===== src/rtl/alu_scheduler_pkg.sv =====
// Shared definitions for the ALU scheduler: SELECT codes, default per-class
// latencies, FSM state encoding and latency helpers.
package alu_scheduler_pkg;

    typedef enum logic [2:0] {
        OP_FWD = 3'b000,
        OP_ADD = 3'b001,
        OP_AND = 3'b010,
        OP_OR  = 3'b011,
        OP_SLL = 3'b100,
        OP_SRL = 3'b101,
        OP_MUL = 3'b110,
        OP_ROR = 3'b111
    } alu_op_e;

    typedef enum logic [1:0] {
        ST_IDLE = 2'd0,
        ST_WAIT = 2'd1,
        ST_RESP = 2'd2
    } sched_state_e;

    typedef enum logic [1:0] {
        CLS_SIMPLE = 2'd0,
        CLS_SHIFT  = 2'd1,
        CLS_MUL    = 2'd2
    } op_class_e;

    localparam int unsigned LAT_SIMPLE_DEF = 32'd1;
    localparam int unsigned LAT_SHIFT_DEF  = 32'd2;
    localparam int unsigned LAT_MUL_DEF    = 32'd3;

    function automatic op_class_e op_class(input logic [2:0] op);
        op_class_e cls;
        case (op)
            OP_SLL, OP_SRL, OP_ROR: cls = CLS_SHIFT;
            OP_MUL:                 cls = CLS_MUL;
            default:                cls = CLS_SIMPLE;
        endcase
        return cls;
    endfunction

    // A zero latency behaves as one cycle; anything past the counter range saturates.
    function automatic logic [3:0] lat_clamp(input int unsigned lat);
        logic [3:0] res;
        if (lat == 32'd0) begin
            res = 4'd1;
        end else if (lat > 32'd15) begin
            res = 4'd15;
        end else begin
            res = lat[3:0];
        end
        return res;
    endfunction

endpackage


===== src/rtl/alu_scheduler_if.sv =====
// Requester, ALU and response signals of the scheduler, bundled as one bus.
interface alu_scheduler_if;

    logic [1:0]       req_valid;
    logic [1:0]       req_ready;
    logic [1:0][2:0]  req_op;
    logic [1:0][7:0]  req_a;
    logic [1:0][7:0]  req_b;

    logic [7:0]       alu_data1;
    logic [7:0]       alu_data2;
    logic [2:0]       alu_select;
    logic [7:0]       alu_result;
    logic             alu_zero;

    logic             rsp_valid;
    logic             rsp_ready;
    logic [7:0]       rsp_result;
    logic             rsp_zero;
    logic             rsp_id;
    logic             busy;

    modport slave (
        input  req_valid, req_op, req_a, req_b, alu_result, alu_zero, rsp_ready,
        output req_ready, alu_data1, alu_data2, alu_select,
               rsp_valid, rsp_result, rsp_zero, rsp_id, busy
    );

    modport master (
        output req_valid, req_op, req_a, req_b, alu_result, alu_zero, rsp_ready,
        input  req_ready, alu_data1, alu_data2, alu_select,
               rsp_valid, rsp_result, rsp_zero, rsp_id, busy
    );

endinterface


===== src/rtl/alu_scheduler_rr_arbiter2.sv =====
// Two-way round-robin grant: a lone requester always wins, a tie goes to the
// requester that was not granted last.
module rr_arbiter2 (
    input  logic [1:0] valid_i,
    input  logic       last_i,
    input  logic       en_i,
    output logic [1:0] grant_o
);

    // One-hot grant selection, suppressed outside IDLE
    always_comb begin
        grant_o = 2'b00;
        if (en_i) begin
            if (valid_i[0] && (!valid_i[1] || last_i)) begin
                grant_o = 2'b01;
            end else if (valid_i[1]) begin
                grant_o = 2'b10;
            end else begin
                grant_o = 2'b00;
            end
        end else begin
            grant_o = 2'b00;
        end
    end

endmodule


===== src/rtl/alu_scheduler.sv =====
// Shares one ALU between two requesters: accepts one operation, drives the ALU
// from registers, waits the operation-class latency and holds a tagged response.
module alu_scheduler
    import alu_scheduler_pkg::*;
#(
    parameter int unsigned LAT_SIMPLE = LAT_SIMPLE_DEF,
    parameter int unsigned LAT_SHIFT  = LAT_SHIFT_DEF,
    parameter int unsigned LAT_MUL    = LAT_MUL_DEF
) (
    input  logic            clk_i,
    input  logic            rst_ni,
    alu_scheduler_if.slave  bus
);

    // CNT counts the remaining settle edges after the first one.
    localparam logic [3:0] CNT_SIMPLE = lat_clamp(LAT_SIMPLE) - 4'd1;
    localparam logic [3:0] CNT_SHIFT  = lat_clamp(LAT_SHIFT)  - 4'd1;
    localparam logic [3:0] CNT_MUL    = lat_clamp(LAT_MUL)    - 4'd1;

    sched_state_e state_q;
    logic [3:0]   cnt_q;
    logic         last_q;
    logic         id_q;
    logic         busy_q;
    logic [7:0]   alu_data1_q;
    logic [7:0]   alu_data2_q;
    logic [2:0]   alu_select_q;
    logic         rsp_valid_q;
    logic [7:0]   rsp_result_q;
    logic         rsp_zero_q;
    logic         rsp_id_q;

    logic [1:0]   grant_s;
    logic         gnt_idx_s;
    logic [2:0]   gnt_op_s;
    logic [3:0]   cnt_load_s;

    rr_arbiter2 u_arb (
        .valid_i (bus.req_valid),
        .last_i  (last_q),
        .en_i    (state_q == ST_IDLE),
        .grant_o (grant_s)
    );

    assign gnt_idx_s = grant_s[1];
    assign gnt_op_s  = bus.req_op[gnt_idx_s];

    // Initial wait count for the granted operation's class
    always_comb begin
        cnt_load_s = CNT_SIMPLE;
        case (op_class(gnt_op_s))
            CLS_SIMPLE: cnt_load_s = CNT_SIMPLE;
            CLS_SHIFT:  cnt_load_s = CNT_SHIFT;
            CLS_MUL:    cnt_load_s = CNT_MUL;
            default:    cnt_load_s = CNT_SIMPLE;
        endcase
    end

    // Scheduler FSM with its registered ALU and response outputs
    always_ff @(posedge clk_i or negedge rst_ni) begin
        if (!rst_ni) begin
            state_q      <= ST_IDLE;
            cnt_q        <= 4'd0;
            last_q       <= 1'b1;
            id_q         <= 1'b0;
            busy_q       <= 1'b0;
            alu_data1_q  <= 8'h00;
            alu_data2_q  <= 8'h00;
            alu_select_q <= 3'b000;
            rsp_valid_q  <= 1'b0;
            rsp_result_q <= 8'h00;
            rsp_zero_q   <= 1'b0;
            rsp_id_q     <= 1'b0;
        end else begin
            case (state_q)
                ST_IDLE: begin
                    if (grant_s != 2'b00) begin
                        alu_data1_q  <= bus.req_a[gnt_idx_s];
                        alu_data2_q  <= bus.req_b[gnt_idx_s];
                        alu_select_q <= gnt_op_s;
                        id_q         <= gnt_idx_s;
                        last_q       <= gnt_idx_s;
                        cnt_q        <= cnt_load_s;
                        busy_q       <= 1'b1;
                        state_q      <= ST_WAIT;
                    end else begin
                        state_q <= ST_IDLE;
                    end
                end
                ST_WAIT: begin
                    if (cnt_q != 4'd0) begin
                        cnt_q <= cnt_q - 4'd1;
                    end else begin
                        rsp_result_q <= bus.alu_result;
                        rsp_zero_q   <= bus.alu_zero;
                        rsp_id_q     <= id_q;
                        rsp_valid_q  <= 1'b1;
                        state_q      <= ST_RESP;
                    end
                end
                ST_RESP: begin
                    if (bus.rsp_ready) begin
                        rsp_valid_q <= 1'b0;
                        busy_q      <= 1'b0;
                        state_q     <= ST_IDLE;
                    end else begin
                        state_q <= ST_RESP;
                    end
                end
                default: begin
                    rsp_valid_q <= 1'b0;
                    busy_q      <= 1'b0;
                    cnt_q       <= 4'd0;
                    state_q     <= ST_IDLE;
                end
            endcase
        end
    end

    // Ready is held low throughout reset even though the state reads IDLE.
    assign bus.req_ready  = grant_s & {2{rst_ni}};
    assign bus.alu_data1  = alu_data1_q;
    assign bus.alu_data2  = alu_data2_q;
    assign bus.alu_select = alu_select_q;
    assign bus.rsp_valid  = rsp_valid_q;
    assign bus.rsp_result = rsp_result_q;
    assign bus.rsp_zero   = rsp_zero_q;
    assign bus.rsp_id     = rsp_id_q;
    assign bus.busy       = busy_q;

endmodule


===== src/flat_wrapper.sv =====
// flat-port wrapper written by rule: the top's interface ports become plain ports
module alu_scheduler_flat import alu_scheduler_pkg::*;
#(
    parameter int unsigned LAT_SIMPLE = LAT_SIMPLE_DEF,
    parameter int unsigned LAT_SHIFT  = LAT_SHIFT_DEF,
    parameter int unsigned LAT_MUL    = LAT_MUL_DEF
)
  (clk_i, rst_ni, bus_req_valid, bus_req_op, bus_req_a, bus_req_b, bus_alu_result, bus_alu_zero, bus_rsp_ready, bus_req_ready, bus_alu_data1, bus_alu_data2, bus_alu_select, bus_rsp_valid, bus_rsp_result, bus_rsp_zero, bus_rsp_id, bus_busy);
  alu_scheduler_if bus_i ();
  input  logic clk_i;
  input  logic rst_ni;
  input wire logic [$bits(bus_i.req_valid)-1:0] bus_req_valid;
  input wire logic [$bits(bus_i.req_op)-1:0] bus_req_op;
  input wire logic [$bits(bus_i.req_a)-1:0] bus_req_a;
  input wire logic [$bits(bus_i.req_b)-1:0] bus_req_b;
  input wire logic [$bits(bus_i.alu_result)-1:0] bus_alu_result;
  input wire logic [$bits(bus_i.alu_zero)-1:0] bus_alu_zero;
  input wire logic [$bits(bus_i.rsp_ready)-1:0] bus_rsp_ready;
  output wire logic [$bits(bus_i.req_ready)-1:0] bus_req_ready;
  output wire logic [$bits(bus_i.alu_data1)-1:0] bus_alu_data1;
  output wire logic [$bits(bus_i.alu_data2)-1:0] bus_alu_data2;
  output wire logic [$bits(bus_i.alu_select)-1:0] bus_alu_select;
  output wire logic [$bits(bus_i.rsp_valid)-1:0] bus_rsp_valid;
  output wire logic [$bits(bus_i.rsp_result)-1:0] bus_rsp_result;
  output wire logic [$bits(bus_i.rsp_zero)-1:0] bus_rsp_zero;
  output wire logic [$bits(bus_i.rsp_id)-1:0] bus_rsp_id;
  output wire logic [$bits(bus_i.busy)-1:0] bus_busy;
  assign bus_i.req_valid = bus_req_valid;
  assign bus_i.req_op = bus_req_op;
  assign bus_i.req_a = bus_req_a;
  assign bus_i.req_b = bus_req_b;
  assign bus_i.alu_result = bus_alu_result;
  assign bus_i.alu_zero = bus_alu_zero;
  assign bus_i.rsp_ready = bus_rsp_ready;
  assign bus_req_ready = bus_i.req_ready;
  assign bus_alu_data1 = bus_i.alu_data1;
  assign bus_alu_data2 = bus_i.alu_data2;
  assign bus_alu_select = bus_i.alu_select;
  assign bus_rsp_valid = bus_i.rsp_valid;
  assign bus_rsp_result = bus_i.rsp_result;
  assign bus_rsp_zero = bus_i.rsp_zero;
  assign bus_rsp_id = bus_i.rsp_id;
  assign bus_busy = bus_i.busy;
  alu_scheduler #(.LAT_SIMPLE(LAT_SIMPLE), .LAT_SHIFT(LAT_SHIFT), .LAT_MUL(LAT_MUL)) u_core (.clk_i(clk_i), .rst_ni(rst_ni), .bus(bus_i));
endmodule

===== config.mk =====
export PLATFORM = sky130hd
export DESIGN_NAME = alu_scheduler_flat
export DESIGN_NICKNAME = d
export VERILOG_FILES = /design/src/rtl/alu_scheduler_pkg.sv /design/src/rtl/alu_scheduler_if.sv /design/src/rtl/alu_scheduler_rr_arbiter2.sv /design/src/rtl/alu_scheduler.sv /design/src/flat_wrapper.sv
export SDC_FILE = /design/constraint.sdc
export NUM_CORES = 1
export LEC_CHECK = 0
export CORE_MARGIN = 4
export CORE_UTILIZATION = 42
export DETAILED_ROUTE_END_ITERATION = 8
export GPL_ROUTABILITY_DRIVEN = 0
export HOLD_SLACK_MARGIN = 0.03
export PLACE_DENSITY = 0.89
export SLEW_MARGIN = 20
export SYNTH_ARGS = -nofsm -noshare
export SYNTH_HDL_FRONTEND = slang
export SYNTH_SLANG_ARGS = --single-unit

===== constraint.sdc =====
create_clock -name clk_i -period 1.8 [get_ports clk_i]
set_input_delay 0.36 -clock clk_i [delete_from_list [all_inputs] [get_ports clk_i]]
set_output_delay 0.36 -clock clk_i [all_outputs]
set_load 0.02 [all_outputs]

==> results.yml, run 1 <==
min_path:
  hold_class: "primary input to async pin"
timing:
  slew_headroom: 0.667
  rsz0062_at_grt: "no"
  finalSetupTns_ns: 0
  fin_crit_sh: 0.942
  worst_slack_ns: 0.105
  tightestPinTransition_ns: 0.500
  period_needed_ns: 1.69
  hold_viol: 0
  slew_violations: 0
  fin_skew_ns: 0.00381
  max_clock_freq_mhz: 590
  setup_violations: 0
synth:
  synth_flop_cell: "dfrtp_1"
  synth-edff-count: 0
  ys_seq_elements: 39
  synthTopCellsByCount: "38 x dfrtp_1, 22 x nor2_1, 19 x a21oi_1, 16 x a211oi_1, 16 x o21bai_1"
  ys_top_cells_by_area: "dfrtp_1 49%, a211oi_1 6.1%, o21bai_1 6.1%"
  ys_seq_area_frac: 0.498
  ys_types: 38
  synthArstFlopShare: 1.00
  yosys.area.top_type: "dfrtp_1"
  syn_avg_cell_area_um2: 10.3
  yosysMostFrequentCell: "dfrtp_1"
  synth_area_mm2: 0.00196
  syn_nets: 243
  synth_top_area_frac: 0.485
  syn_inst: 190
  ys.warnings.count: 0
floorplanning:
  die_h_um: 76.3
  die_area_mm2: 0.00583
  start_util: 0.441
  fp-row-count: 24
  dieWidth_um: 76.3
  io_pins: 85
  core_mm2: 0.00444
clocking:
  cts_setup_buffers: 0
  clock_path_buffers: 2
  cts_tree: "yes"
  clockRootBuffer: "clkbuf_8"
  ctsResizeCount: 11
  clkTransAtPathRegs_ns: 0.08
  clkLatencyLatePin_ns: 0.28
  cts_made_buffers: 5
  cts-htree-levels: 2
  cts_hold_buf: 0
  cts.sink_count: 39
route:
  wl_mm: 5.26
  wl_per_cell_um: 15.6
  drtIter0Drc: 68
  vias: 1827
  drc_errors: 0
  detail_route.vias_per_cell: 5.42
  first_pass_iters: 4
  ant_nets: 0
grt:
  track_usage: 0.182
  grt_pass1_wl_mm: 8.87
  antenna_found_initial: 0
  grt_pass1_vias: 1875
  grt_max_degree: 40
  grt.overflow.total: 0
setup_path:
  worstReg2RegStart: "u_core.cnt_q[0]"
  worstSetupPathType: "primary input to output port"
  crit_required_ns: 1.44
  end_kind: "output port"
  critPathMaxFanout: 5
  crit_path_start_kind: "primary input"
  reg2reg_depth: 6
  arrival_ns: 1.33
  worstSetupStartpoint: "bus_req_valid[1]"
finish:
  nNetsFinal: 337
  drive_gt1_frac: 0.158
  seq_area_um2: 977
  final_util: 0.685
  fillCellCount: 355
  multiInputGateArea_um2: 896
  area_delta_synth_final_pct: 55.3
  antennaDiodeCount: 0
placement:
  portBuffers: 84
  pre_cts_slack_ns: -0.410
  dp_hpwl_mm: 3.99
power:
  peakVddDrop_v: 0.00117
  p_leak_uw: 0.00125
  power-per-cell-area_mw_per_mm2: 1710
outcome:
  outcome: "finished, final reports clean"
flow_run:
  cap_violations: 0
==> kinds of logic (layout without fill, tap and decap cells) <==
kind of cell / after synthesis / count (layout) / synth area share
AO/OA/AOI/OAI: 70 / 70 / 0.244
AND/OR/NAND/NOR: 45 / 45 / 0.118
flip-flops: 39 / 39 / 0.498
buffers and inverters: 20 / 115 / 0.0491
multiplexers: 15 / 15 / 0.0836
adder cells (fa/ha/maj): 1 / 1 / 0.00638
==> per-layer routing <==
metal,GRT usage,routed length [µm],share of wire,vias to the layer above
met5,0,0,0,-
met4,0.0326,20,0.0038,0
met3,0.0461,358,0.068,4
met2,0.311,2600,0.49,68
met1,0.236,2280,0.43,880
li1,-,-,-,875
==> state kept, by name, indices dropped and copies added, names as in the netlist <==
signal,count
u_core.bus.busy,1
u_core.bus.rsp_id,1
u_core.bus.alu_data2,8
u_core.bus.rsp_result,8
u_core.state_q,2
u_core.id_q,1
u_core.bus.rsp_zero,1
u_core.bus.alu_select,3
u_core.bus.rsp_valid,1
u_core.bus.alu_data1,8
u_core.last_q,1
u_core.cnt_q,4
==> area by class of cell <==
| class | count | area share |
|---|---|---|
| tap | 52 | 0.0214 |
| clock buffer | 5 | 0.0226 |
| inverter | 7 | 0.00863 |
| clock inverter | 3 | 0.0222 |
| timing repair buffer | 100 | 0.310 |
| sequential | 39 | 0.321 |
| multi-input combinational | 131 | 0.294 |
==> critical path, stage by stage <==
cell             delay [ns]
clkdlybuf4s50_1        0.49
buf_4                  0.16
nand3_4                0.06
nor2_1                 0.10
buf_2                  0.17
==> stage by stage <==
stage               hold slack (ns)  area (µm²)  cells  total power (µW)
floorplan                    0.0644        1970    190              3170
global placement              0.460        2920    329              4310
detailed placement            0.465        2920    329              4400
CTS                           0.151        3050    337              5270
global route                  0.184        3050    337              5550
finish                        0.143        3050    337              5210
==> final timing paths <==
| path | end | slack, ns |
|---|---|---|
| max in group asynchronous | u_core.last_q | 1.29 |
| min in group clk_i | u_core.bus.alu_select[1] | 0.48 |
| max reg2reg | u_core.cnt_q[1] | 0.15 |
| min reg2reg | u_core.bus.alu_select[1] | 0.48 |
| max | bus_req_ready[1] | 0.11 |
| min | u_core.bus.rsp_zero | 0.14 |
==> report_power, final <==
| part | leakage (µW) | switching [µW] | internal, µW |
|---|---|---|---|
| Combinational | 0.000738 | 1410 | 1360 |
| Sequential | 0.000448 | 270 | 1320 |
| Clock | 0.0000644 | 301 | 553 |
==> cell usage in the layout (no fill, tap or decap), types with 5 or more instances in the layout <==
| cell | n |
|---|---|
| inv_1 | 6 |
| nor2_1 | 22 |
| clkdlybuf4s50_1 | 80 |
| buf_4 | 16 |
| mux2_2 | 7 |
| dfrtp_1 | 38 |
| a21oi_1 | 19 |
| o21bai_1 | 16 |
| nand2_1 | 9 |
| o21ai_0 | 7 |
| a211oi_1 | 16 |
| clkbuf_8 | 5 |
(Power assumes the default switching activity.)
==> run 2, diff against run 1 <==
Settings changed: CORE_ASPECT_RATIO set to 1.5, CORE_UTILIZATION 42 to 43, CTS_BUF_LIST set to sky130_fd_sc_hd__clkbuf_4 sky130_fd_sc_hd__clkbuf_8, PLACE_DENSITY 0.89 to 0.9.
==> results.yml, run 2 (same netlist as run 1, synthesis figures left out) <==
outcome:
  outcome: "finished, final reports clean"
placement:
  dp_hpwl_mm: 3.97
  portBuffers: 84
  placed_area_mm2: 0.00293
route:
  vias: 1813
  ant_nets: 0
  drc_errors: 0
  first_pass_iters: 4
  routed-wl-met3_um: 256
  detail_route.vias_per_cell: 5.44
  drtIter0Drc: 68
  top_layer: "met4"
  wl_per_cell_um: 15.8
  wl_met1_mm: 2.00
  wl_mm: 5.25
  wl_met2_mm: 2.84
finish:
  drive_gt1_frac: 0.164
  fillCellCount: 334
  mostFrequentLayoutCells: "80 x clkdlybuf4s50_1, 38 x dfrtp_1, 22 x nor2_1"
  antennaDiodeCount: 0
  nNetsFinal: 339
  final_cell_area_mm2: 0.00300
  area_delta_synth_final_pct: 53.2
  final_common_cell: "clkdlybuf4s50_1"
setup_path:
  reg2reg_depth: 6
  crit_path_start_kind: "primary input"
  arrival_ns: 1.33
  r2r_end: "u_core.cnt_q[1]"
  worstSetupStartpoint: "bus_req_valid[1]"
  worstSetupPathType: "primary input to output port"
  cp-endpoint: "bus_req_ready[0]"
  critPathMaxFanout: 3
  crit_required_ns: 1.44
  end_kind: "output port"
  worstReg2RegStart: "u_core.cnt_q[0]"
  ff2ff_setup_slack_ns: 0.14
clocking:
  cts_tree: "yes"
  clkLatencyLatePin_ns: 0.29
  cts.sink_count: 39
  clkTransAtPathRegs_ns: 0.08
  clock_path_buffers: 2
  clockRootBuffer: "clkbuf_8"
  cts_hold_buf: 0
  cts_setup_buffers: 0
  cts_made_buffers: 5
  cts-htree-levels: 2
timing:
  slew_violations: 0
  max_clock_freq_mhz: 590
  slew_headroom: 0.683
  tightestPinTransition_ns: 0.475
  fin_crit_sh: 0.941
  rsz0062_at_grt: "no"
  setup_violations: 0
  period_needed_ns: 1.69
  hold_viol: 0
  fin_skew_ns: 0.00531
floorplanning:
  dieWidth_um: 63.1
  fp-row-count: 29
  die_h_um: 90.7
  die_area_mm2: 0.00573
  start_util: 0.454
  io_pins: 85
  core_mm2: 0.00432
power:
  peakVddDrop_v: 0.00104
  power_uw: 4950
  p_leak_uw: 0.00125
  power-per-cell-area_mw_per_mm2: 1650
grt:
  antenna_found_initial: 0
  grt_pass1_vias: 1817
  track_usage: 0.189
  grt_max_degree: 40
  grt.overflow.total: 0
  grt_pass1_wl_mm: 8.55
min_path:
  hold_class: "primary input to async pin"
flow_run:
  cap_violations: 0
[run 2: final cells by class]
type                       count  area (µm²)  share of cell area
sequential                    39         977               0.325
timing repair buffer         102         963               0.321
multi-input combinational    131         896               0.298
clock buffer                   5        68.8              0.0229
tap                           46        57.6              0.0192
inverter                       7        26.3             0.00875
clock inverter                 3        15.0             0.00500
[run 2: worst min-delay path by stage]
stage            from                      end  slack, ns  cells past startpoint
2_1_floorplan  rst_ni  u_core.bus.alu_data1[0]       0.06                      0
3_3_place_gp   rst_ni        u_core.state_q[1]       0.45                      2
3_5_place_dp   rst_ni        u_core.state_q[1]       0.47                      2
4_1_cts        rst_ni          u_core.bus.busy       0.15                      2
5_1_grt        rst_ni          u_core.bus.busy       0.17                      2
6_report       rst_ni          u_core.bus.busy       0.12                      2
[run 2: per-layer routing]
layer | track usage | up-vias
met5 | 0 | -
met4 | 0.0902 | 0
met3 | 0.0399 | 12
met2 | 0.346 | 59
met1 | 0.201 | 867
li1 | - | 875
[run 2: worst max-delay path: stages]
cell	delay, ns
clkdlybuf4s50_1	0.51
inv_2	0.07
o21ai_4	0.18
nor4_2	0.05
buf_2	0.16
[run 2: metrics by stage]
| step | util | hold slack, ns | TNS (ns) | std cells | setup WS (ns) |
|---|---|---|---|---|---|
| 2_1_floorplan | - | 0.0644 | 0 | 190 | 0.112 |
| 3_3_place_gp | 0.677 | 0.450 | -0.746 | 325 | -0.364 |
| 3_5_place_dp | 0.677 | 0.468 | -0.813 | 325 | -0.380 |
| 4_1_cts | 0.697 | 0.150 | 0 | 333 | 0.00162 |
| 5_1_grt | 0.696 | 0.174 | 0 | 333 | 0.0484 |
| 6_report | 0.696 | 0.125 | 0 | 333 | 0.106 |
[run 2: where the power goes]
part           leakage, µW  internal (µW)  switching [µW]
combinational     0.000756           1370            1420
sequential        0.000448           1320             277
clock            0.0000477            265             303
[run 2: timing repair]
action / 4_1_cts / 5_1_grt
endpoints found under the setup margin: 2 / 1
resized for setup: 9 / 2
endpoints found under the hold margin: 0 / 0
==> run 3, diff against run 2 <==
Settings changed: CTS_CLUSTER_DIAMETER set to 100.
==> results of run 3 <==
The final DEF is identical to that of run 2; final timing and power are the same.
